[src/rtl/ttt_game_engine.sv]
// ttt_game_engine: 3x3 tic-tac-toe board, turn order, legality and win/draw detection.
// Optional macro TURN_TIMEOUT_EN adds an idle timeout that forfeits the current turn.
module ttt_game_engine #(
  parameter logic        START_PLAYER   = 1'b0,
  parameter int unsigned TIMEOUT_CYCLES = 32'd250_000_000
) (
  input  logic       Clk,
  input  logic       rst,
  input  logic [3:0] position,
  input  logic       playX,
  input  logic       playO,
  input  logic       new_game,
  output logic [8:0] board_x,
  output logic [8:0] board_o,
  output logic       turn_o,
  output logic       game_over,
  output logic [1:0] winner,
  output logic [3:0] win_line,
  output logic       move_ok,
  output logic       move_err
);

  typedef enum logic [1:0] {
    ST_PLAY  = 2'd0,
    ST_CHECK = 2'd1,
    ST_OVER  = 2'd2
  } state_t;

  // Row-major masks: rows 0-2, columns 3-5, main diagonal 6, anti-diagonal 7.
  localparam logic [8:0] LINE_MASKS [8] = '{9'h007, 9'h038, 9'h1C0, 9'h049,
                                           9'h092, 9'h124, 9'h111, 9'h054};

  function automatic logic [3:0] first_win_line(input logic [8:0] b);
    logic [3:0] res;
    res = 4'hF;
    for (int i = 7; i >= 0; i--) begin
      if ((b & LINE_MASKS[i]) == LINE_MASKS[i]) begin
        res = 4'(i);
      end
    end
    return res;
  endfunction

  state_t     state_r, state_s;
  logic [8:0] board_x_r, board_x_s, board_o_r, board_o_s;
  logic       turn_r, turn_s, over_r, over_s;
  logic [1:0] winner_r, winner_s;
  logic [3:0] line_r, line_s;
  logic       ok_r, ok_s, err_r, err_s;
  logic       playx_q_r, playx_q_s, playo_q_r, playo_q_s;
  logic       req_x_s, req_o_s, legal_s;
  logic [8:0] cell_s;
  logic [3:0] line_hit_s;

`ifdef TURN_TIMEOUT_EN
  logic [31:0] cnt_r, cnt_s;
`else
  logic unused_timeout_s;
  assign unused_timeout_s = ^TIMEOUT_CYCLES;
`endif

  assign req_x_s    = playX & ~playx_q_r;
  assign req_o_s    = playO & ~playo_q_r;
  assign cell_s     = 9'd1 << position;
  // The requesting player is O exactly when reqO is the single request.
  assign legal_s    = (position <= 4'd8) && (((board_x_r | board_o_r) & cell_s) == 9'd0)
                      && (req_o_s == turn_r);
  assign line_hit_s = first_win_line(turn_r ? board_o_r : board_x_r);

  // Next-state, board update, result evaluation and pulse generation.
  always_comb begin
    state_s   = state_r;
    board_x_s = board_x_r;
    board_o_s = board_o_r;
    turn_s    = turn_r;
    over_s    = over_r;
    winner_s  = winner_r;
    line_s    = line_r;
    ok_s      = 1'b0;
    err_s     = 1'b0;
    playx_q_s = playX;
    playo_q_s = playO;
`ifdef TURN_TIMEOUT_EN
    cnt_s     = cnt_r;
`endif
    if (new_game) begin
      state_s   = ST_PLAY;
      board_x_s = 9'd0;
      board_o_s = 9'd0;
      turn_s    = START_PLAYER;
      over_s    = 1'b0;
      winner_s  = 2'b00;
      line_s    = 4'hF;
      playx_q_s = 1'b0;
      playo_q_s = 1'b0;
`ifdef TURN_TIMEOUT_EN
      cnt_s     = 32'd0;
`endif
    end else begin
      case (state_r)
        ST_PLAY: begin
          if (req_x_s && req_o_s) begin
            err_s = 1'b1;
          end else if ((req_x_s || req_o_s) && legal_s) begin
            board_x_s = turn_r ? board_x_r : (board_x_r | cell_s);
            board_o_s = turn_r ? (board_o_r | cell_s) : board_o_r;
            ok_s      = 1'b1;
            state_s   = ST_CHECK;
          end else if (req_x_s || req_o_s) begin
            err_s = 1'b1;
          end else begin
            state_s = ST_PLAY;
          end
`ifdef TURN_TIMEOUT_EN
          if (ok_s) begin
            cnt_s = 32'd0;
          end else if (cnt_r == TIMEOUT_CYCLES - 32'd1) begin
            turn_s = ~turn_r;
            err_s  = 1'b1;
            cnt_s  = 32'd0;
          end else begin
            cnt_s = cnt_r + 32'd1;
          end
`endif
        end
        ST_CHECK: begin
          if (line_hit_s != 4'hF) begin
            winner_s = turn_r ? 2'b10 : 2'b01;
            line_s   = line_hit_s;
            over_s   = 1'b1;
            state_s  = ST_OVER;
          end else if ((board_x_r | board_o_r) == 9'h1FF) begin
            winner_s = 2'b11;
            line_s   = 4'hF;
            over_s   = 1'b1;
            state_s  = ST_OVER;
          end else begin
            turn_s  = ~turn_r;
            state_s = ST_PLAY;
          end
        end
        ST_OVER: begin
          state_s = ST_OVER;
        end
        default: begin
          state_s = ST_PLAY;
        end
      endcase
    end
  end

  // State and output registers with asynchronous reset.
  always_ff @(posedge Clk or posedge rst) begin
    if (rst) begin
      state_r   <= ST_PLAY;
      board_x_r <= 9'd0;
      board_o_r <= 9'd0;
      turn_r    <= START_PLAYER;
      over_r    <= 1'b0;
      winner_r  <= 2'b00;
      line_r    <= 4'hF;
      ok_r      <= 1'b0;
      err_r     <= 1'b0;
      playx_q_r <= 1'b0;
      playo_q_r <= 1'b0;
`ifdef TURN_TIMEOUT_EN
      cnt_r     <= 32'd0;
`endif
    end else begin
      state_r   <= state_s;
      board_x_r <= board_x_s;
      board_o_r <= board_o_s;
      turn_r    <= turn_s;
      over_r    <= over_s;
      winner_r  <= winner_s;
      line_r    <= line_s;
      ok_r      <= ok_s;
      err_r     <= err_s;
      playx_q_r <= playx_q_s;
      playo_q_r <= playo_q_s;
`ifdef TURN_TIMEOUT_EN
      cnt_r     <= cnt_s;
`endif
    end
  end

  assign board_x   = board_x_r;
  assign board_o   = board_o_r;
  assign turn_o    = turn_r;
  assign game_over = over_r;
  assign winner    = winner_r;
  assign win_line  = line_r;
  assign move_ok   = ok_r;
  assign move_err  = err_r;

endmodule
[config.mk]
export PLATFORM = sky130hd
export DESIGN_NAME = ttt_game_engine
export DESIGN_NICKNAME = d
export VERILOG_FILES = /design/src/rtl/ttt_game_engine.sv
export SDC_FILE = /design/constraint.sdc
export NUM_CORES = 1
export LEC_CHECK = 0
export ABC_AREA = 1
export CELL_PAD_IN_SITES_DETAIL_PLACEMENT = 1
export CELL_PAD_IN_SITES_GLOBAL_PLACEMENT = 1
export CORE_AREA = 5 5 70 84
export DETAILED_ROUTE_END_ITERATION = 8
export DIE_AREA = 0 0 75 89
export PLACE_DENSITY_LB_ADDON = 0.2
export REMOVE_ABC_BUFFERS = 1
export SYNTH_ARGS = -nofsm -noshare
export SYNTH_HDL_FRONTEND = slang
export SYNTH_SLANG_ARGS = --single-unit
[constraint.sdc]
create_clock -name Clk -period 2.7 [get_ports Clk]
set_clock_uncertainty 0.15 [all_clocks]
set_input_delay 0.54 -clock Clk [delete_from_list [all_inputs] [get_ports Clk]]
set_output_delay 0.54 -clock Clk [all_outputs]
set_load 0.1 [all_outputs]
# Word level (Yosys, flattened, before mapping)
# Cells that the tools add are included.
# totals
out_inout_bits	28
ff_bits	32
# op_classes
n_eq_ne	19
mux	54
magnitude_cmp	1
n_bitwise	9
shifts	1
reduce_logical	17
# ops
cell	n
9-bit two-way mux	11
4-bit two-way mux	12
9-bit bitwise OR	3
3-bit == test (second input constant)	8
2-bit two-way mux	11
1-bit two-way mux	19
9-bit bitwise AND	1
9-bit == test (second input constant)	1
9-bit logical NOT	1
1-bit by 4-bit left shift with 9-bit output (first input constant)	1
2-bit inequality test (second input constant)	4
4-bit inequality test (second input constant)	2
4-bit AND reduction	2
2-bit nonzero test	4
2-bit case mux with 3 select lines	1
4-bit <= comparator (second input constant)	1
1-bit logical AND	4
2-bit AND reduction	2
3-bit inequality test (second input constant)	1
1-bit inverter	3
3-bit AND reduction	1
3-bit nonzero test	1
1-bit bitwise AND	2
2-bit by 1-bit == test with 1-bit output (second input constant)	1
4 further kinds	4

# Logic depth before layout (Yosys ltp)
# logic_depth
ltp_word	14
ltp_mapped	14
ltp_nobuf	13

# Worst setup path before layout
# No wires, ideal clock.
# synth_timing
path_type	reg2reg
start	reg turn_r, in the netlist turn_o
end	reg winner_r[0], in the netlist winner[0]
slack_ps	403
setup_ps	121
stages_incl_launch_ff	12
arrival_ps	2026
required_ps	2429
path_cell_list	dfrtp_1 > buf_6 > buf_6 > o21ai_1 > nand3_1 > nand2_1 > nor2_2 > nand3_2 > nand2_4 > nand2_4 > nand2_1 > nand2_1
# synth_via
elab_chain_cells	14
elab_cells_between_ends	24
cone_classes	9 x eq/ne; 13 x mux; 2 x reduce/logical
# synth_lines
item	line	text
start: declaration	46	logic turn_r, turn_s, over_r, over_s;
start signal: assignment	173	turn_r <= turn_s;
9-bit two-way mux	68	assign line_hit_s = first_win_line(turn_r ? board_o_r : board_x_r);
3-bit == test	37	if ((b & LINE_MASKS[i]) == LINE_MASKS[i]) begin
4-bit two-way mux (8 in series)	37	
4-bit inequality test	127	if (line_hit_s != 4'hF) begin
2-bit two-way mux	127	
2-bit two-way mux	100	case (state_r)
2-bit two-way mux	86	if (new_game) begin
end signal: assignment	175	winner_r <= winner_s;
end: declaration	47	logic [1:0] winner_r, winner_s;
# Several ways; a longest one is shown, not always the timed one. The select of a mux whose other input is x is not followed.
# A chain may end at the register's enable or synchronous reset.

# Worst setup path in the final report
# layout_timing
start	in position[2]
end	reg board_x_r[7], in the netlist board_x[7]
# layout_via
elab_chain_cells	8
elab_cells_between_ends	15
cone_classes	1 x order compare; 1 x shift; 5 x mux; 2 x bitwise; 6 x reduce/logical
# layout_lines
item	line	text
start: declaration	9	input logic [3:0] position,
1-bit by 4-bit left shift with 9-bit output	64	assign cell_s = 9'd1 << position;
9-bit bitwise AND	66	assign legal_s = (position <= 4'd8) && (((board_x_r | board_o_r) & cell_s) == 9'd0)
9-bit logical NOT	66	
1-bit logical AND	66	
1-bit logical AND	67	&& (req_o_s == turn_r);
1-bit logical AND	104	end else if ((req_x_s || req_o_s) && legal_s) begin
2-bit nonzero test (no source line)	n/a	
4-bit AND reduction (no source line)	n/a	
end signal: assignment	171	board_x_r <= board_x_s;
end: declaration	45	logic [8:0] board_x_r, board_x_s, board_o_r, board_o_s;
# Several ways; a longest one is shown, not always the timed one. The select of a mux whose other input is x is not followed.

==> impl.org <==
** Run status
- The run finished with clean final reports.

** STA
- Total of endpoints with negative setup slack in the final report :: 0
- At the pin with the least slew margin, the transition time is roughly 0.74 ns.
- Timing would allow up to 0.456 GHz.
- Setup repair after global routing left no endpoint under its margin.
- Hold timing on the final database bottoms out at a slack of 0.335 ns.
- The final number of hold-violating endpoints is 0.
- The worst path needs 2.19 ns of the cycle, external delays included.
- Final count of pins violating max slew :: 0
- Relative slew margins :: 0.509
- Fin crit share :: 0.812
- Total negative setup slack :: 0 ns

** Layout
- Diodes inserted :: 0
- Number of filler cells placed in the layout :: 636
- Summing all multi-input logic gate instances after layout gives 866 sq um.
- The sequential cells in the finished layout cover a total of 806 sq um.
- Final instance area :: between 2000 and 2500 sq um
- Proportion of layout cells with a drive suffix above 1 :: 0.208
- Synth-to-Final Area Change :: 26.1%
- Post-layout nets :: between 300 and 400
- Utilization after layout :: 0.475

** GRT
- Overall overflow remaining after global route :: 0
- Maximum number of pins on one net before global-route repair :: 33
- The initial antenna violation count is 0.
- Global-route wire length before repair :: 9.34 mm
- Aggregate global-route resource usage :: 0.186
- Via count of the first global-routing pass :: a little under 2,000

** Hold path
- In this run the most critical hold path is launched from win_line[0].
- The min-delay analysis places its worst path in the category flop to flop.

** Pwr
- PwrDens :: 549 nW/um^2
- LEAKAGE :: 1.22 nW
- Int Pwr :: 845 uW
- Portion of total power attributed to combinational logic :: 0.234
- Switching share of power :: 0.344
- The share of total power dissipated in sequential elements is 0.392.
- NetSw :: 443 uW
- The design draws 1.29 mW.
- Clock power frac :: 0.374
- Worst voltage drop across the vdd grid :: 0.000209 V

** Floorplanning
- For this configuration, the core starts out at a cell density of 0.377.
- Row generation in the floorplan step produced 28 rows.
- Total Die Area :: 6680 sq um
- Chip height :: 89 microns
- Die outline width :: 75 microns
- 37 I/O pins were placed.
- The core region is 4940 sq um.

** Setup path
- Critical path startpoint category :: primary input
- In this run the critical register-to-register path is launched from turn_o.
- The critical path starts at position[2].
- CP Class :: primary input to flop
- The worst setup path is captured at a flop.
- Biggest fanout along the worst timing path :: 14
- Data on the critical path is required at its endpoint by ~2.8 ns.
- STA puts the critical path data arrival time at around 2.3 ns.

** Route
- Routed length per instance :: 15.2 microns
- Via-per-instance ratio :: 5.16
- Top layer used by detailed routing :: met4
- Detailed routing inserted a total of 1,874 vias.
- Post-route met1 wirelength :: approximately 2.4 mm
- Summed over all nets, wire length on met2 after detailed routing comes to 2.88 mm.
- For this block, the initial DRC count from the detailed router was 44.
- Routed Wire Length :: approximately 5.5 mm
- Final antenna-violating net count :: 0
- The pre-antenna-repair detailed-routing pass consisted of 4 iterations.
- In the routed design, unresolved DRC markers number 0.
- Met3 Routed Length :: 183 microns

** Synthesis
- After synthesis, the share of flip-flops with an asynchronous set or reset is 1.00.
- Share of synthesized area occupied by flip-flops and latches :: 0.433
- For this run, the number of Yosys warnings is 0.
- Library cell with the highest instance count after synthesis :: nand2_1
- The netlist uses 22 different library cells.
- Synth Flop Type :: dfrtp_1
- Yosys attributes the largest share of cell area to dfrtp_1 38%, nand2_1 16%, a21oi_1 6.5%.
- Of all cell types, the one taking the most synthesized area is dfrtp_1.
- Synthesis inferred 32 register bits.
- Synthesis produced a netlist whose cell count is between 200 and 300.
- The share of synthesized area in the top cell type comes to 0.376.
- Commonest cells post-synth :: 78 x nand2_1, 31 x inv_1, 28 x dfrtp_1, 26 x nor2_1, 24 x a21oi_1
- The mapped netlist covers roughly 1900 sq um.
- Counting flops with a built-in enable in the synthesized netlist gives 0.
- Dividing the synthesized area by the synthesized cell count gives 7.13 sq um.

** Clocking
- The later pin in the worst-skew pair is clocked with a latency of 0.30 ns.
- Number of H-tree levels :: 2
- Clock-pin slew was measured on the worst setup and hold paths at 0.08 ns.
- Buffers added to address setup during post-CTS repair amount to 0.
- TritonCTS built the clock tree.
- In this run, post-CTS repair resized a total of 0 instances.
- No sink is reached through more buffers than the 2 on the longest clock path.
- CTS buffer count :: 5
- CTS placed an instance of clkbuf_8 at the clock tree root.
- Number of clock sinks :: 32
- Quantity of hold-fixing buffers added after cts :: 0

** Placement
- At the end of routability-driven placement, the weighted congestion stood at approximately 0.8.
- The HPWL after detailed placement is 4.16 mm.
- After detailed placement, the total cell area comes to 2240 sq um.
- The count of buffers added on input and output ports is 36.

** Job
- The tool flagged a number of max-cap violations equal to 0.
[stage by stage]
stage	setup slack, ns	cells
final	0.507	363
after floorplan	0.165	252
after CTS	0.498	363
after global routing	0.273	363
after detailed placement	0.194	355
after global placement	0.292	355
[sequential cells by signal, summed over array words and instances, names as in the netlist]
signal and cells:
board_o 9, board_x 9, game_over 1, move_err 1, move_ok 1, playo_q_r 1, playx_q_r 1, state_r 2
turn_o 1, win_line 4, winner 2
[layer usage]
layer | track usage | vias up
li1 | - | 917
met1 | 0.219 | 911
met2 | 0.333 | 38
met3 | 0.0371 | 8
met4 | 0.0631 | 0
met5 | 0 | -
[logic make-up (layout without fill, tap and decap cells)]
logic type	after synthesis	in the layout	share of synthesized area
AND/OR/NAND/NOR	149	149	0.361
buffers and inverters	44	86	0.102
flip-flops	32	32	0.433
AO/OA/AOI/OAI	36	36	0.104
[cell usage in the layout (no fill, tap or decap)]
cell type,instances
nand2_1,78
buf_4,34
inv_1,31
dfrtp_1,28
nor2_1,26
a21oi_1,24
nand4_1,19
nand3_1,16
clkdlybuf4s50_1,8
clkbuf_8,5
o21ai_1,4
o21ai_0,4
dfstp_2,4
o21ai_2,3
nand3_2,3
nor2_2,3
inv_2,3
nand2_4,2
inv_4,1
nand2_2,1
a21o_1,1
nor3_1,1
clkinvlp_4,1
bufinv_16,1
clkinv_2,1
buf_12,1
[layout make-up]
class                           instances  share of cell area
Clock buffer                            5              0.0293
Multi-Input combinational cell        185               0.369
Clock inverter                          3              0.0181
Sequential cell                        32               0.343
Timing Repair Buffer                   43               0.151
Inverter                               35              0.0570
Tap cell                               60              0.0320
[critical path, cell delays in order]
cell	delay (ns)
clkdlybuf4s50_1	0.54
inv_2	0.05
nand2_1	0.13
nor2_1	0.09
nand2_1	0.07
nand2_1	0.05
nor2_1	0.08
nand2_1	0.06
nor2_2	0.10
buf_4	0.21
nand4_1	0.13
a21oi_1	0.20
[final timing paths]
kind,slack [ns],cells past startpoint,to
setup / recovery,0.51,12,board_x[7]
hold / removal,0.34,2,win_line[0]
setup reg to reg,0.69,13,winner[1]
hold reg to reg,0.34,2,win_line[0]
max in group asynchronous,1.59,3,win_line[0]
min in group asynchronous,0.48,3,move_err
[power groups by stage]
| stage | combinational, mW | clock [mW] | sequential [mW] |
|---|---|---|---|
| 6_report | 0.301 | 0.482 | 0.505 |
| 5_1_grt | 0.325 | 0.512 | 0.506 |
| 4_1_cts | 0.303 | 0.484 | 0.505 |
| 3_5_place_dp | 0.301 | 0 | 0.514 |
| 3_3_place_gp | 0.297 | 0 | 0.513 |
| 2_1_floorplan | 0.0899 | 0 | 0.621 |
(Power assumes the default switching activity.)
